[src/rtl/perf_pkg.sv]
// Shared types and constants for the performance-counter bank.
// Holds the FSM state enum, channel indices and the read-select width helper.
package perf_pkg;

    typedef enum logic {
        ST_RUN    = 1'b0,
        ST_HALTED = 1'b1
    } state_e;

    localparam int unsigned CH_CYCLES = 0;
    localparam int unsigned CH_JUMP   = 1;
    localparam int unsigned CH_BRANCH = 2;
    localparam int unsigned CH_TAKEN  = 3;

    // Select width covering channel 0 (cycles) plus every event channel.
    function automatic int unsigned sel_w(input int unsigned num_events);
        return (num_events < 1) ? 1 : $clog2(num_events + 1);
    endfunction

endpackage

[src/rtl/perf_counter_bank_if.sv]
// Control/readout bundle between the core-side observer and the counter bank.
// master drives strobes and the read select; slave returns the read data.
interface perf_counter_bank_if
    import perf_pkg::*;
#(
    parameter int unsigned WIDTH      = 32,
    parameter int unsigned NUM_EVENTS = 3
);
    localparam int unsigned SELW = sel_w(NUM_EVENTS);

    logic                  halt;
    logic [NUM_EVENTS-1:0] evt;
    logic                  clr;
    logic                  snap;
    logic [SELW-1:0]       rd_sel;
    logic [WIDTH-1:0]      rd_data;
    logic                  rd_ovf;
    logic                  halted;

    modport master (
        output halt, evt, clr, snap, rd_sel,
        input  rd_data, rd_ovf, halted
    );

    modport slave (
        input  halt, evt, clr, snap, rd_sel,
        output rd_data, rd_ovf, halted
    );

endinterface

[src/rtl/perf_counter.sv]
// Single live counter with sticky overflow; wraps or saturates at the top value.
module perf_counter #(
    parameter int unsigned WIDTH    = 32,
    parameter bit          SATURATE = 1'b0
) (
    input  logic             clk,
    input  logic             rst,
    input  logic             clr,
    input  logic             inc,
    output logic [WIDTH-1:0] cnt,
    output logic             ovf
);

    logic [WIDTH-1:0] cnt_q, cnt_d;
    logic             ovf_q, ovf_d;

    always_comb begin
        cnt_d = cnt_q;
        ovf_d = ovf_q;
        if (clr) begin
            cnt_d = '0;
            ovf_d = 1'b0;
        end else if (inc) begin
            if (cnt_q == {WIDTH{1'b1}}) begin
                ovf_d = 1'b1;
                cnt_d = SATURATE ? cnt_q : '0;
            end else begin
                cnt_d = cnt_q + WIDTH'(1);
            end
        end
    end

    always_ff @(posedge clk) begin
        if (rst) begin
            cnt_q <= '0;
            ovf_q <= 1'b0;
        end else begin
            cnt_q <= cnt_d;
            ovf_q <= ovf_d;
        end
    end

    assign cnt = cnt_q;
    assign ovf = ovf_q;

endmodule

[src/rtl/perf_counter_bank.sv]
// Cycle/event counter bank for the single-cycle core: run/halt FSM, per-channel
// increment qualification, snapshot shadows and a registered read mux.
module perf_counter_bank
    import perf_pkg::*;
#(
    parameter int unsigned WIDTH      = 32,
    parameter int unsigned NUM_EVENTS = 3,
    parameter bit          SATURATE   = 1'b0
) (
    input  logic                clk,
    input  logic                rst,
    perf_counter_bank_if.slave  bus
);

    localparam int unsigned NCH  = NUM_EVENTS + 1;
    localparam int unsigned SELW = sel_w(NUM_EVENTS);

    state_e state_q, state_d;
    logic   halted_q, halted_d;
    logic   run_c;
    logic   inc_c [NCH];

    logic [WIDTH-1:0] live_cnt [NCH];
    logic             live_ovf [NCH];
    logic [WIDTH-1:0] shadow_cnt_q [NCH];
    logic [WIDTH-1:0] shadow_cnt_d [NCH];
    logic             shadow_ovf_q [NCH];
    logic             shadow_ovf_d [NCH];
    logic [WIDTH-1:0] rd_data_q, rd_data_d;
    logic             rd_ovf_q, rd_ovf_d;

    // Run/halt FSM; the halt-entry cycle still counts as a RUN cycle.
    always_comb begin
        state_d  = state_q;
        if (bus.clr) begin
            state_d = ST_RUN;
        end else begin
            unique case (state_q)
                ST_RUN:    if (bus.halt) state_d = ST_HALTED;
                ST_HALTED: state_d = ST_HALTED;
                default:   state_d = ST_RUN;
            endcase
        end
        halted_d = (state_d == ST_HALTED);
        run_c    = (state_q == ST_RUN) && !bus.clr;
    end

    always_comb begin
        for (int i = 0; i < int'(NCH); i++) inc_c[i] = 1'b0;
        inc_c[CH_CYCLES] = run_c;
        for (int i = 1; i < int'(NCH); i++) inc_c[i] = run_c && bus.evt[i-1];
    end

    for (genvar g = 0; g < int'(NCH); g++) begin : g_ch
        perf_counter #(
            .WIDTH    (WIDTH),
            .SATURATE (SATURATE)
        ) u_cnt (
            .clk (clk),
            .rst (rst),
            .clr (bus.clr),
            .inc (inc_c[g]),
            .cnt (live_cnt[g]),
            .ovf (live_ovf[g])
        );
    end

    // Shadows capture pre-update live values, so a same-cycle clr is not seen.
    always_comb begin
        for (int i = 0; i < int'(NCH); i++) begin
            shadow_cnt_d[i] = bus.snap ? live_cnt[i] : shadow_cnt_q[i];
            shadow_ovf_d[i] = bus.snap ? live_ovf[i] : shadow_ovf_q[i];
        end
    end

    always_comb begin
        rd_data_d = '0;
        rd_ovf_d  = 1'b0;
        for (int i = 0; i < int'(NCH); i++) begin
            if (bus.rd_sel == SELW'(i)) begin
                rd_data_d = shadow_cnt_q[i];
                rd_ovf_d  = shadow_ovf_q[i];
            end
        end
    end

    always_ff @(posedge clk) begin
        if (rst) begin
            state_q   <= ST_RUN;
            halted_q  <= 1'b0;
            rd_data_q <= '0;
            rd_ovf_q  <= 1'b0;
            for (int i = 0; i < int'(NCH); i++) begin
                shadow_cnt_q[i] <= '0;
                shadow_ovf_q[i] <= 1'b0;
            end
        end else begin
            state_q   <= state_d;
            halted_q  <= halted_d;
            rd_data_q <= rd_data_d;
            rd_ovf_q  <= rd_ovf_d;
            for (int i = 0; i < int'(NCH); i++) begin
                shadow_cnt_q[i] <= shadow_cnt_d[i];
                shadow_ovf_q[i] <= shadow_ovf_d[i];
            end
        end
    end

    assign bus.rd_data = rd_data_q;
    assign bus.rd_ovf  = rd_ovf_q;
    assign bus.halted  = halted_q;

endmodule

[src/flat_wrapper.sv]
// flat-port wrapper written by rule: the top's interface ports become plain ports
module perf_counter_bank_flat import perf_pkg::*;
#(
    parameter int unsigned WIDTH      = 32,
    parameter int unsigned NUM_EVENTS = 3,
    parameter bit          SATURATE   = 1'b0
)
  (clk, rst, bus_halt, bus_evt, bus_clr, bus_snap, bus_rd_sel, bus_rd_data, bus_rd_ovf, bus_halted);
  perf_counter_bank_if #(.WIDTH(WIDTH), .NUM_EVENTS(NUM_EVENTS)) bus_i ();
  input  logic clk;
  input  logic rst;
  input wire logic [$bits(bus_i.halt)-1:0] bus_halt;
  input wire logic [$bits(bus_i.evt)-1:0] bus_evt;
  input wire logic [$bits(bus_i.clr)-1:0] bus_clr;
  input wire logic [$bits(bus_i.snap)-1:0] bus_snap;
  input wire logic [$bits(bus_i.rd_sel)-1:0] bus_rd_sel;
  output wire logic [$bits(bus_i.rd_data)-1:0] bus_rd_data;
  output wire logic [$bits(bus_i.rd_ovf)-1:0] bus_rd_ovf;
  output wire logic [$bits(bus_i.halted)-1:0] bus_halted;
  assign bus_i.halt = bus_halt;
  assign bus_i.evt = bus_evt;
  assign bus_i.clr = bus_clr;
  assign bus_i.snap = bus_snap;
  assign bus_i.rd_sel = bus_rd_sel;
  assign bus_rd_data = bus_i.rd_data;
  assign bus_rd_ovf = bus_i.rd_ovf;
  assign bus_halted = bus_i.halted;
  perf_counter_bank #(.WIDTH(WIDTH), .NUM_EVENTS(NUM_EVENTS), .SATURATE(SATURATE)) u_core (.clk(clk), .rst(rst), .bus(bus_i));
endmodule
[config.mk]
export PLATFORM = sky130hd
export DESIGN_NAME = perf_counter_bank_flat
export DESIGN_NICKNAME = d
export VERILOG_FILES = /design/src/rtl/perf_pkg.sv /design/src/rtl/perf_counter_bank_if.sv /design/src/rtl/perf_counter.sv /design/src/rtl/perf_counter_bank.sv /design/src/flat_wrapper.sv
export SDC_FILE = /design/constraint.sdc
export NUM_CORES = 1
export LEC_CHECK = 0
export BUFFER_PORTS_ARGS = -buffer_cell sky130_fd_sc_hd__buf_2
export CAP_MARGIN = 10
export CORE_UTILIZATION = 45
export CTS_CLUSTER_DIAMETER = 30
export DETAILED_ROUTE_END_ITERATION = 10
export PLACE_DENSITY_LB_ADDON = 0.12
export SLEW_MARGIN = 20
export SYNTH_ARGS = -nofsm -noshare
export SYNTH_HDL_FRONTEND = slang
export SYNTH_SLANG_ARGS = --single-unit
[constraint.sdc]
create_clock -name clk -period 2.25 [get_ports clk]
set_input_delay 0.1125 -clock clk [delete_from_list [all_inputs] [get_ports clk]]
set_output_delay 0.1125 -clock clk [all_outputs]
set_load 0.03 [all_outputs]
Word-level counts from Yosys, hierarchy flattened
Memory sizes are Yosys's and may differ from the RTL's.
Index checks and enable logic that the tools add are counted.
{"block": "totals", "regBits": 166, "ram_bits": 132, "in_bits": 10, "out_inout_bits": 34, "wordCells": 77, "n_memories": 2}
{"memory": "u_core.shadow_cnt_q", "words": 4, "word_bits": 32, "read_ports": 4, "rd_clocked_by_memory_dff": 0, "wr": 4, "line": "perf_counter_bank.sv:25", "source": "logic [WIDTH-1:0] shadow_cnt_q [NCH];"}
{"memory": "u_core.shadow_ovf_q", "words": 4, "word_bits": 1, "read_ports": 4, "rd_clocked_by_memory_dff": 0, "wr": 4, "line": "perf_counter_bank.sv:27", "source": "logic shadow_ovf_q [NCH];"}
{"block": "op_classes", "add_sub_neg": 4, "eq_ne": 7, "n_mux": 33, "bitwise": 9, "reduce_logical": 11}
{"operator": "two-way mux 32 bit", "count": 16}
{"operator": "adder 32 x 1 -> 32 bit, second input constant", "count": 4}
{"operator": "equality test 32 bit, second input constant", "count": 4}
{"operator": "two-way mux 1 bit", "count": 16}
{"operator": "bitwise OR 1 bit", "count": 8}
{"operator": "AND reduction 2 bit", "count": 4}
{"operator": "equality test 2 bit, second input constant", "count": 2}
{"operator": "logical AND 1 bit", "count": 4}
{"operator": "equality test 2 x 1 -> 1 bit, second input constant", "count": 1}
{"operator": "zero test 2 bit", "count": 1}
{"operator": "one-hot mux 1 bit (2 select lines)", "count": 1}
{"operator": "OR reduction 2 bit", "count": 1}
{"operator": "zero test 1 bit", "count": 1}
{"operator": "NOT 1 bit", "count": 1}

Logic depth before layout (Yosys ltp)
{"block": "depth", "ltp_word": 5, "ltp_mapped": 8, "ltp_nobuf": 6}

Cells and area by module
From an unflattened synthesis, not the netlist that was laid out.
{"block": "unflattened", "hier_cells": 1255, "area_unflattened_um2": 12415.7}
{"module": "perf_counter_bank", "n_inst": 1, "cells_each": 583, "area_each_um2": 6409.9, "seq_area_each_um2": 3323.2}
{"module": "perf_counter", "n_inst": 4, "cells_each": 168, "area_each_um2": 1501.4, "seq_area_each_um2": 660.6}

Worst setup path before layout
OpenSTA, ideal clock, no wires.
{"block": "synth_timing", "path_type": "reg2reg", "from": "register u_core.state_q", "to": "register u_core.g_ch[1].u_cnt.cnt_q[30]", "t_arrival_ns": 2.103, "required_time_ns": 2.135, "slack_ns": 0.033, "path_stages_with_launch": 9, "n_path_buf": 3, "period_less_slack_ns": 2.217, "path_cell_list": "dfxtp_1 -> buf_2 -> or3b_1 -> nor4_4 -> nand2_1 -> o21ai_1 -> buf_2 -> buf_4 -> nor2_1"}
{"block": "synth_via", "elab_chain_len": 3}
{"element": "start, declared", "line": "perf_counter_bank.sv:18", "source": "state_e state_q, state_d;"}
{"element": "start signal, assigned", "line": "perf_counter_bank.sv:98", "source": "state_q <= state_d;"}
{"element": "NOT 1 bit", "line": "perf_counter_bank.sv:45", "source": "run_c = (state_q == ST_RUN) && !bus.clr;"}
{"element": "logical AND 1 bit", "line": "perf_counter_bank.sv:45"}
{"element": "logical AND 1 bit", "line": "perf_counter_bank.sv:51", "source": "for (int i = 1; i < int'(NCH); i++) inc_c[i] = run_c && bus.evt[i-1];"}
{"element": "end signal, assigned", "line": "perf_counter.sv:38", "source": "cnt_q <= cnt_d;"}
{"element": "end, declared", "line": "perf_counter.sv:14", "source": "logic [WIDTH-1:0] cnt_q, cnt_d;"}
Every way passes these cells.
A chain may end at the register's enable or synchronous reset.

Worst setup path after layout
{"block": "layout_timing", "from": "register u_core.g_ch[1].u_cnt.cnt_q[26]", "to": "register u_core.g_ch[1].u_cnt.cnt_q[1]"}
{"block": "layout_via", "elab_chain_len": 2}
{"element": "equality test 32 bit", "line": "perf_counter.sv:24", "source": "if (cnt_q == {WIDTH{1'b1}}) begin"}
{"element": "two-way mux 32 bit", "line": "perf_counter.sv:24"}
Every way passes these cells.

==> key figures <==
Status
  – Status: complete, no violations

Setup path
  – Worst r2r src: u_core.g_ch[1].u_cnt.cnt[26]$_SDFFE_PP0P_
  – Req. time, crit path: 2690 ps
  – Worst flop-to-flop path endpoint: u_core.g_ch[1].u_cnt.cnt[1]$_SDFFE_PP0P_
  – CP max stage delay: 520 ps
  – Cell family with most CP delay: simple AND/OR/NAND/NOR gates
  – Worst setup startpoint: u_core.g_ch[1].u_cnt.cnt[26]$_SDFFE_PP0P_
  – Critical path class: flip-flop to flip-flop
  – WP depth: 5
  – Crit end category: flip-flop
  – Critical Path Start Type: flip-flop
  – Slowest cell on crit path: or4_1
  – R2R depth: 5
  – Worst Setup EP: u_core.g_ch[1].u_cnt.cnt[1]$_SDFFE_PP0P_
  – CP Buf/Inv Count: 0
  – R2r setup slk: 110 ps
  – Critical Path AT: 2570 ps
  – CP max FO: 5
  – Critical Path, Cell by Cell: and4_1 > nand4_1 > or4_1 > or3_1 > a22o_1

Place
  – HPWL reported at the end of detailed placement: 21.13 mm
  – Dpl ws: 112.6 ps
  – Area after DPL: 0.01332 mm²
  – Placer Congestion: 0.8505
  – Placed Cells: 1,633
  – # port buffers: 43

STA
  – Crit share post-route: 95.02%
  – Setup TNS Final: 0 ps
  – Relative slew slack: 51.11%
  – Slew Viols, Final: 0
  – Final Skew: 15.24 ps
  – Fin crit period: 2138 ps
  – Peak Freq: 467.8 MHz
  – Final setup viols: 0
  – Worst setup margin: 112.1 ps
  – RSZ-0062 raised after global routing: no
  – Final hold viol count: 0
  – Hold WS: 27.37 ps
  – Worst-Margin Slew: 733.4 ps

Global route
  – Tot GR Track Use: 22.46%
  – Vias in the first global route: 8,931
  – GRT overflow: 0
  – Largest net degree at the start of global routing: 166
  – Number of antenna violations at the first check in global routing: 0
  – First-pass GRT wire length: 49.17 mm

Final layout
  – Post-route cell area: 0.01565 mm²
  – Layout filler cell count: 2,307
  – Share of layout cells above drive strength 1: 19.70%
  – Nets: 1,378
  – Non-Filler Instances: 1,757
  – Antenna diode count: 0
  – Synth-to-Final Area Change: 27.14%

Min path
  – Hold Crit Start: bus_evt[1]
  – Hold crit path type: input pin to flip-flop

Floorplan
  – Full die area: 0.02801 mm²
  – Die Width: 167.4 µm
  – Core Region: 0.02688 mm²
  – I/O pin count: 44
  – Row count: 60
  – Die Y: 167.4 µm
  – Starting density of the core: 45.79%

Routing
  – DRC violations left: 0
  – Antenna-violating nets left: 0
  – Final wirelength: 30.92 mm
  – 1st-iter DRT viols: 581
  – DR WL/cell: 17.60 µm
  – Vias post-DR: 9,240
  – Vias/cell: 5.259
  – DR pass1 iterations: 5

Synthesis
  – Main synth FF type: dfxtp_1
  – Cell count after synthesis: 1,240
  – Compound-Gate Fraction of Synth Area: 1.556%
  – Cell Area, Synth: 0.01231 mm²
  – Avg Inst Size Synth: 9.925 µm²
  – Post-Synth Adder-Cell Area: 0.4067%
  – Netlist cell types: 46
  – Synth Warn #: 0
  – Number of flops mapped to enable cells by yosys: 0
  – Syn_nets: 1,254
  – Main combinational cell family by area after synthesis: simple AND/OR/NAND/NOR gates
  – Simple-gate share of the synthesized area: 22.42%
  – Post-synthesis sequential area ratio: 48.47%
  – XOR/XNOR Fraction of Synth Area: 7.971%
  – Async SR Flop Fraction: 0%
  – Register bit count reported by yosys: 298
  – Mux cell area share after synthesis: 16.78%

Power
  – PD cells: 985.3 mW/mm²
  – Comb pwr share: 2.4%
  – Int Power: 12.09 mW
  – Clk pwr share: 63.2%
  – Sequential power share: 34.5%
  – Sw Pwr: 3.330 mW
  – LEAKAGE: 6.143 nW
  – Worst vdd ir: 607.2 µV
  – Switch share: 21.60%

Clock tree
  – Clock transition at path regs: 50 ps
  – CTS Root Cell: clkbuf_16
  – Clock Sinks: 298
  – Max clock buf depth: 3
  – H-tree depth: 3
  – Worst-Skew Late Latency: 550 ps
  – Total clock buffers created by CTS: 69
  – CTS tree: built

Flow run
  – Max cap viols: 0
==> repair_timing <==
action	CTS	global route
hold buffers	1	0
buffers inserted	0	0
gates resized for setup	0	3
endpoints found under the setup margin	0	27
endpoints found under the hold margin	1	0
==> kinds of logic after synthesis <==
| family | count (synthesis) |
|---|---|
| mux | 165 |
| xor+xnor | 112 |
| buf+inv | 71 |
| simple gates | 559 |
| compound gates | 31 |
| fa+ha+maj | 4 |
| flops | 298 |
==> power by group through the flow <==
| stage | Clock (mW) | Combinational [mW] | Sequential [mW] |
|---|---|---|---|
| 3_3_place_gp | 0 | 0.368 | 5.41 |
| 6_report | 9.74 | 0.364 | 5.31 |
| 2_1_floorplan | 0 | 0.253 | 5.41 |
| 5_1_grt | 10.2 | 0.390 | 5.31 |
| 4_1_cts | 9.90 | 0.368 | 5.31 |
| 3_5_place_dp | 0 | 0.366 | 5.41 |
==> worst min-delay path, stage by stage <==
cell	delay, ps
buf_2	130
and2_1	150
nand2_1	70
a21oi_1	50
==> flip-flops by register name, summed over array words and instances (netlist names) <==
name	flops
u_core.bus.rd_data	32
u_core.bus.rd_ovf	1
u_core.g_ch.u_cnt.cnt	128
u_core.g_ch.u_cnt.ovf	4
u_core.shadow_cnt_q	128
u_core.shadow_ovf_q	4
u_core.state_q	1
==> final cells by class <==
class / count / area, µm² / share of cell area [%]
clock inverter: 37 / 405.4 / 2.591
multi-input combinational: 871 / 6067 / 38.78
tap: 341 / 426.7 / 2.727
inverter: 9 / 33.78 / 0.2159
sequential: 298 / 5966 / 38.13
timing repair buffer: 115 / 854.6 / 5.462
clock buffer: 86 / 1893 / 12.10
==> metal layers <==
layer / part of all wire (%) / vias up / GRT usage, %
li1: - / 4587 / -
met1: 51 / 4434 / 32.32
met2: 43 / 162 / 33.22
met3: 3.9 / 57 / 4.302
met4: 2.4 / 0 / 8.456
met5: 0 / - / 0
==> worst min path at each step <==
stage | endpoint | cells after the start
floorplan | u_core.state_q$_SDFF_PP0_ | 2
global placement | u_core.state_q$_SDFF_PP0_ | 3
detailed placement | u_core.state_q$_SDFF_PP0_ | 3
CTS | u_core.g_ch[2].u_cnt.cnt[1]$_SDFFE_PP0P_ | 4
global route | u_core.g_ch[2].u_cnt.cnt[1]$_SDFFE_PP0P_ | 4
finish | u_core.g_ch[2].u_cnt.cnt[1]$_SDFFE_PP0P_ | 4
==> cell usage after synthesis (all sizes together) (4+ instances only) <==
cell type	instances	area, µm²
or2	6	37.54
or3	14	87.58
buf	25	122.6
a21oi	8	40.04
and2	7	43.79
nand4	52	331.6
nor2b	34	212.7
dfxtp	298	5966
and4	15	131.4
mux4	33	743.2
nor4b	5	43.79
xor2	64	560.5
nor2	269	1010
nand3	50	250.2
o21ai	15	90.09
nor4	20	167.7
inv	9	33.78
ha	4	50.05
xnor2	48	420.4
nor3	17	85.08
mux2i	132	1321
nand2	44	165.2
and3	15	93.84
clkbuf	37	138.9
==> stage by stage <==
step / power, mW / utilization [%]
finish: 15.42 / 58.22
global route: 15.89 / 58.22
CTS: 15.57 / 58.17
detailed placement: 5.773 / 49.58
global placement: 5.774 / 49.58
floorplan: 5.660 / -
==> cells in the final DEF (no fill, tap or decap), drive strengths merged, types with 2 or more instances in the layout <==
cell,instances
and3,15
clkinv,19
xnor2,48
nor2,269
or2,6
or4,2
and2,7
nand4,52
mux2i,132
nor3,17
nor3b,2
buf,114
a22o,2
clkinvlp,7
dfxtp,298
or3b,3
ha,4
and4,15
bufinv,6
clkbuf,86
nor4,20
xor2,64
nand2,44
nand3,50
mux4,33
nor2b,34
a21oi,8
inv,14
or3,14
o21ai,15
a31oi,2
nor4b,5
o21a,3
(Power assumes the default switching activity.)
